==> src/rtl/cpu_controller_if.sv <==
`default_nettype none
// ============================================================================
// Module      : cpu_controller_pkg / cpu_controller_if
// Description : Opcode type and the controller-to-datapath strobe bundle.
// Revision    : 1.0  initial release
// ============================================================================
package cpu_controller_pkg;
    typedef enum logic [2:0] {
        HLT = 3'd0,
        SKZ = 3'd1,
        ADD = 3'd2,
        AND = 3'd3,
        XOR = 3'd4,
        LDA = 3'd5,
        STO = 3'd6,
        JMP = 3'd7
    } opcode_t;
endpackage

interface cpu_controller_if;
    import cpu_controller_pkg::*;

    opcode_t    opcode;
    logic       zero;
    logic       mem_rd;
    logic       mem_wr;
    logic       load_ir;
    logic       load_ac;
    logic       inc_pc;
    logic       load_pc;
    logic       halt;
    logic [2:0] phase;

    modport master (
        input  opcode, zero,
        output mem_rd, mem_wr, load_ir, load_ac, inc_pc, load_pc, halt, phase
    );

    modport slave (
        output opcode, zero,
        input  mem_rd, mem_wr, load_ir, load_ac, inc_pc, load_pc, halt, phase
    );
endinterface
`default_nettype wire

==> src/rtl/cpu_controller.sv <==
`default_nettype none
// ============================================================================
// Module      : cpu_controller
// Description : 8-phase instruction sequencer decoding the IR opcode into
//               datapath strobes. Optional macro CTRL_SINGLE_STEP_EN adds a
//               step input that gates each instruction from INST_ADDR.
// Revision    : 1.0  initial release
// ============================================================================
module cpu_controller
    import cpu_controller_pkg::*;
#(
    parameter int HALT_STICKY = 1
) (
    input  wire logic          clk,
    input  wire logic          rst_,
`ifdef CTRL_SINGLE_STEP_EN
    input  wire logic          step,
`endif
    cpu_controller_if.master   bus
);

    typedef enum logic [2:0] {
        INST_ADDR  = 3'd0,
        INST_FETCH = 3'd1,
        INST_LOAD  = 3'd2,
        IDLE       = 3'd3,
        OP_ADDR    = 3'd4,
        OP_FETCH   = 3'd5,
        ALU_OP     = 3'd6,
        STORE      = 3'd7
    } phase_t;

    phase_t r_phase;
    logic   r_halted;

    logic   w_aluop;
    logic   w_is_hlt;
    logic   w_is_skz;
    logic   w_is_jmp;
    logic   w_is_sto;
    logic   w_advance;

    logic   w_mem_rd;
    logic   w_mem_wr;
    logic   w_load_ir;
    logic   w_load_ac;
    logic   w_inc_pc;
    logic   w_load_pc;
    logic   w_halt;

    // A case decode lets an unknown opcode fall to default (no strobes)
    always_comb begin
        w_aluop  = 1'b0;
        w_is_hlt = 1'b0;
        w_is_skz = 1'b0;
        w_is_jmp = 1'b0;
        w_is_sto = 1'b0;
        case (bus.opcode)
            ADD, AND, XOR, LDA: w_aluop  = 1'b1;
            HLT:                w_is_hlt = 1'b1;
            SKZ:                w_is_skz = 1'b1;
            JMP:                w_is_jmp = 1'b1;
            STO:                w_is_sto = 1'b1;
            default:            ;
        endcase
    end

`ifdef CTRL_SINGLE_STEP_EN
    assign w_advance = (r_phase != INST_ADDR) || step;
`else
    assign w_advance = 1'b1;
`endif

    always_ff @(posedge clk or negedge rst_) begin
        if (!rst_) begin
            r_phase  <= INST_ADDR;
            r_halted <= 1'b0;
        end else if (!r_halted) begin
            if ((HALT_STICKY != 0) && (r_phase == OP_ADDR) && w_is_hlt) begin
                r_halted <= 1'b1;
            end else if (w_advance) begin
                r_phase <= phase_t'(r_phase + 3'd1);
            end
        end
    end

    always_comb begin
        w_mem_rd  = 1'b0;
        w_mem_wr  = 1'b0;
        w_load_ir = 1'b0;
        w_load_ac = 1'b0;
        w_inc_pc  = 1'b0;
        w_load_pc = 1'b0;
        w_halt    = 1'b0;
        if (r_halted) begin
            w_halt = 1'b1;
        end else begin
            case (r_phase)
                INST_ADDR:  ;
                INST_FETCH: w_mem_rd = 1'b1;
                INST_LOAD, IDLE: begin
                    w_mem_rd  = 1'b1;
                    w_load_ir = 1'b1;
                end
                OP_ADDR: begin
                    w_inc_pc = 1'b1;
                    w_halt   = w_is_hlt;
                end
                OP_FETCH:   w_mem_rd = w_aluop;
                ALU_OP: begin
                    w_load_ac = w_aluop;
                    w_mem_rd  = w_aluop;
                    w_inc_pc  = w_is_skz && bus.zero;
                    w_load_pc = w_is_jmp;
                end
                STORE: begin
                    w_load_ac = w_aluop;
                    w_mem_rd  = w_aluop;
                    w_inc_pc  = w_is_jmp;
                    w_load_pc = w_is_jmp;
                    w_mem_wr  = w_is_sto;
                end
                default:    ;
            endcase
        end
    end

    assign bus.mem_rd  = w_mem_rd;
    assign bus.mem_wr  = w_mem_wr;
    assign bus.load_ir = w_load_ir;
    assign bus.load_ac = w_load_ac;
    assign bus.inc_pc  = w_inc_pc;
    assign bus.load_pc = w_load_pc;
    assign bus.halt    = w_halt;
    assign bus.phase   = r_phase;

    always_ff @(posedge clk) begin
        if (rst_) begin
            assert (!(w_mem_rd && w_mem_wr));
            assert (!(r_phase >= OP_ADDR && !r_halted && $isunknown(bus.opcode)));
        end
    end

endmodule
`default_nettype wire

==> src/flat_wrapper.sv <==
// flat-port wrapper written by rule: the top's interface ports become plain ports
module cpu_controller_flat import cpu_controller_pkg::*;
#(
    parameter int HALT_STICKY = 1
)
  (clk, rst_, bus_opcode, bus_zero, bus_mem_rd, bus_mem_wr, bus_load_ir, bus_load_ac, bus_inc_pc, bus_load_pc, bus_halt, bus_phase);
  cpu_controller_if bus_i ();
  input  wire logic clk;
  input  wire logic rst_;
  input wire logic [$bits(bus_i.opcode)-1:0] bus_opcode;
  input wire logic [$bits(bus_i.zero)-1:0] bus_zero;
  output wire logic [$bits(bus_i.mem_rd)-1:0] bus_mem_rd;
  output wire logic [$bits(bus_i.mem_wr)-1:0] bus_mem_wr;
  output wire logic [$bits(bus_i.load_ir)-1:0] bus_load_ir;
  output wire logic [$bits(bus_i.load_ac)-1:0] bus_load_ac;
  output wire logic [$bits(bus_i.inc_pc)-1:0] bus_inc_pc;
  output wire logic [$bits(bus_i.load_pc)-1:0] bus_load_pc;
  output wire logic [$bits(bus_i.halt)-1:0] bus_halt;
  output wire logic [$bits(bus_i.phase)-1:0] bus_phase;
  assign bus_i.opcode = bus_opcode;
  assign bus_i.zero = bus_zero;
  assign bus_mem_rd = bus_i.mem_rd;
  assign bus_mem_wr = bus_i.mem_wr;
  assign bus_load_ir = bus_i.load_ir;
  assign bus_load_ac = bus_i.load_ac;
  assign bus_inc_pc = bus_i.inc_pc;
  assign bus_load_pc = bus_i.load_pc;
  assign bus_halt = bus_i.halt;
  assign bus_phase = bus_i.phase;
  cpu_controller #(.HALT_STICKY(HALT_STICKY)) u_core (.clk(clk), .rst_(rst_), .bus(bus_i));
endmodule
==> config.mk <==
export PLATFORM = sky130hd
export DESIGN_NAME = cpu_controller_flat
export DESIGN_NICKNAME = d
export VERILOG_FILES = /design/src/rtl/cpu_controller_if.sv /design/src/rtl/cpu_controller.sv /design/src/flat_wrapper.sv
export SDC_FILE = /design/constraint.sdc
export NUM_CORES = 1
export LEC_CHECK = 0
export ABC_AREA = 1
export ABC_CLOCK_PERIOD_IN_PS = 3170
export CAP_MARGIN = 10
export CORE_AREA = 2 2 39 41
export CTS_CLUSTER_SIZE = 24
export DETAILED_ROUTE_END_ITERATION = 7
export DIE_AREA = 0 0 41 43
export HOLD_SLACK_MARGIN = 0.06
export PLACE_DENSITY_LB_ADDON = 0.1
export SLEW_MARGIN = 20
export SYNTH_ARGS = -nofsm -noshare
export SYNTH_HDL_FRONTEND = slang
export SYNTH_SLANG_ARGS = --single-unit
==> constraint.sdc <==
create_clock -name clk -period 3.17 [get_ports clk]
set_clock_uncertainty 0.05 [all_clocks]
set_input_delay 0.4755 -clock clk [delete_from_list [all_inputs] [get_ports clk]]
set_output_delay 0.4755 -clock clk [all_outputs]
set_load 0.005 [all_outputs]
==> results.sh <==
export IMPL_internal_power_uw=100
export IMPL_drc_errors=0
export IMPL_routed_wl_um=864
export IMPL_tightest_slew_ps=236
export IMPL_maxSlewHeadroom=0.842
export IMPL_syn_nets=67
export IMPL_rsz0062_at_grt="false"
export IMPL_place_inst=86
export IMPL_most_common_layout_cells="15 x clkdlybuf4s50_1, 14 x nand2_1, 8 x inv_1"
export IMPL_setup_slack_ps=735
export IMPL_status="finished clean"
export IMPL_ir_drop_mv=0.147
export IMPL_cts_resized=0
export IMPL_synth_cells=55
export IMPL_yosys_warnings=0
export IMPL_crit_path_max_incr_delay_ps=490
export IMPL_htreeDepth=1
export IMPL_grt_usage=0.121
export IMPL_clk_insertion_delay_late_ps=230
export IMPL_drt_initial_drc_count=7
export IMPL_rrSetupSlack_ps=1880
export IMPL_crit_family="buffers and inverters"
export IMPL_slew_viol_final=0
export IMPL_cp_num_buf_inv=2
export IMPL_max_freq_mhz=411
export IMPL_root_buffer="clkbuf_4"
export IMPL_final_setup_viol_count=0
export IMPL_swShare=0.192
export IMPL_path_clk_slew_ps=40
export IMPL_final_cell_count_no_fill=89
export IMPL_cts_tree="done"
export IMPL_syn_mean_instance_area_um2=7.05
export IMPL_clockBufferDepth=2
export IMPL_rr_endpoint="u_core.bus.phase[2]$_DFFE_PN0P_"
export IMPL_final_common_cell="clkdlybuf4s50_1"
export IMPL_crit_fanout=4
export IMPL_crit_arrival_ps=1910
export IMPL_rows=14
export IMPL_crit_chain="clkdlybuf4s50_1 > nor2_2 > nand2_1 > nor2_1 > nand2_1 > nand3_1 > clkdlybuf4s50_1"
export IMPL_syn_cell_area_um2=388
export IMPL_wl_per_cell_um=9.71
export IMPL_ys_ff_latch=4
export IMPL_io_buffers=15
export IMPL_fin_crit_sh=0.768
export IMPL_grt_ovfl_total=0
export IMPL_pin_count=16
export IMPL_cts_sinks=4
export IMPL_multiInputGateArea_um2=246
export IMPL_hpwlAfterDp_um=692
export IMPL_drv_cap=0
export IMPL_die_area_um2=1760
export IMPL_grt_pass1_vias=370
export IMPL_hold_violations=0
export IMPL_reg2reg_depth=4
export IMPL_r2r_start="u_core.bus.phase[1]$_DFFE_PN0P_"
export IMPL_worstSetupPathType="in -> out"
export IMPL_seqCellArea_um2=100
export IMPL_post_cts_setup_buffers=0
export IMPL_clockPowerShare=0.486
export IMPL_drive_gt1_frac=0.123
export IMPL_cp_startpoint="bus_opcode[1]"
export IMPL_grt_max_degree=9
export IMPL_antenna_found_initial=0
export IMPL_grt_pass1_wl_um=1440
export IMPL_core_area_um2=1380
export IMPL_min_path_type="in -> async"
export IMPL_ys_types=14
export IMPL_num_vias=393
export IMPL_drtAntennaViolNets=0
export IMPL_place_congestion=0.700
export IMPL_cts_hold_buffers=0
export IMPL_syn2layout_area_growth_pct=49.7
export IMPL_initial_core_util=0.280
export IMPL_die_h_um=43
export IMPL_leakagePower_uw=0.000273
export IMPL_fillCellCount=149
export IMPL_cts_buffers=3
export IMPL_p_sw_uw=23.8
export IMPL_p_per_area_nw_per_um2=213
export IMPL_p_comb_frac=0.100
export IMPL_dpl_worst_slack_ps=723
export IMPL_viasPerCell=4.42
export IMPL_diodes=0
export IMPL_yosysSeqAreaShare=0.258
export IMPL_drt_pass1_iterations=4
export IMPL_nNetsFinal=87
export IMPL_seq_power_share=0.415
export IMPL_fin_crit_ps=2430
export IMPL_whs_ps=397
export IMPL_end_kind="output port"
export IMPL_cp_start_kind="input pin"
export IMPL_required_ps=2640
export IMPL_endpoint="bus_inc_pc"
export IMPL_worst_path_max_delay_cell="clkdlybuf4s50_1"
export IMPL_final_setup_tns_ps=0
export IMPL_fp_dieW_um=41
export IMPL_cp_num_cells=7
-- kinds of logic (layout without fill, tap and decap cells) --
kind of cell / after synthesis / in the layout / share of synthesized area
flops: 4 / 4 / 0.258
simple gates: 32 / 32 / 0.416
fa+ha+maj: 6 / 6 / 0.194
buf+inv: 11 / 29 / 0.106
compound gates: 2 / 2 / 0.0258
-- worst min path at each step --
stage / start / endpoint / slack (ps)
global placement: u_core.bus.phase[0]$_DFFE_PN0P_ / u_core.bus.phase[0]$_DFFE_PN0P_ / 510
finish: rst_ / u_core.r_halted$_DFF_PN0_ / 400
floorplan: rst_ / u_core.bus.phase[0]$_DFFE_PN0P_ / 130
CTS: rst_ / u_core.r_halted$_DFF_PN0_ / 400
detailed placement: u_core.bus.phase[0]$_DFFE_PN0P_ / u_core.bus.phase[0]$_DFFE_PN0P_ / 510
global route: rst_ / u_core.bus.phase[1]$_DFFE_PN0P_ / 420
-- stage by stage --
stage	util	instance area, um^2	total power (uW)
2_1_floorplan	-	388	56.1
3_3_place_gp	0.403	558	64.6
3_5_place_dp	0.403	558	64.4
4_1_cts	0.420	581	128
5_1_grt	0.420	581	132
6_report	0.420	581	124
-- Yosys cell counts --
library cell	instances	area, um^2
nand2_1	14	52.6
a21oi_1	2	10.0
dfrtp_1	4	100
inv_2	3	11.3
nand3b_1	1	7.51
nand3_1	6	30.0
nor2_2	1	6.26
nor4_1	1	6.26
ha_1	6	75.1
nand2_4	1	11.3
nor2_1	4	15.0
nor3_1	3	15.0
inv_1	8	30.0
nand3_4	1	17.5
-- per-layer routing --
metal  share of wire  vias up  GRT usage
li1                -      210          -
met1            0.45      169      0.149
met2            0.49       14      0.194
met3           0.057        0     0.0157
met4               0        0     0.0600
met5               0        -          0
-- power groups by stage --
stage	combinational, uW	sequential [uW]	clock (uW)
4_1_cts	12.6	51.4	64.3
6_report	12.3	51.4	60.1
3_5_place_dp	12.4	52.0	0
5_1_grt	13.7	51.3	66.8
3_3_place_gp	12.6	52.0	0
2_1_floorplan	4.13	52.0	0
-- layout make-up --
class | count | area share
timing repair buffer | 15 | 0.259
tap | 16 | 0.0345
sequential | 4 | 0.172
multi-input combinational | 40 | 0.425
clock buffer | 3 | 0.0388
inverter | 11 | 0.0711
-- worst register-to-register path: stages, from the launching register on --
cell and delay (ps):
dfrtp_1 430, ha_1 230, ha_1 280, nand3b_1 170
nand2_1 70
-- flip-flops by register name, summed over array words and instances, names as in the netlist --
signal,cells
u_core.bus.phase,3
u_core.r_halted,1
No activity file was read; power rests on OpenSTA's default activity.
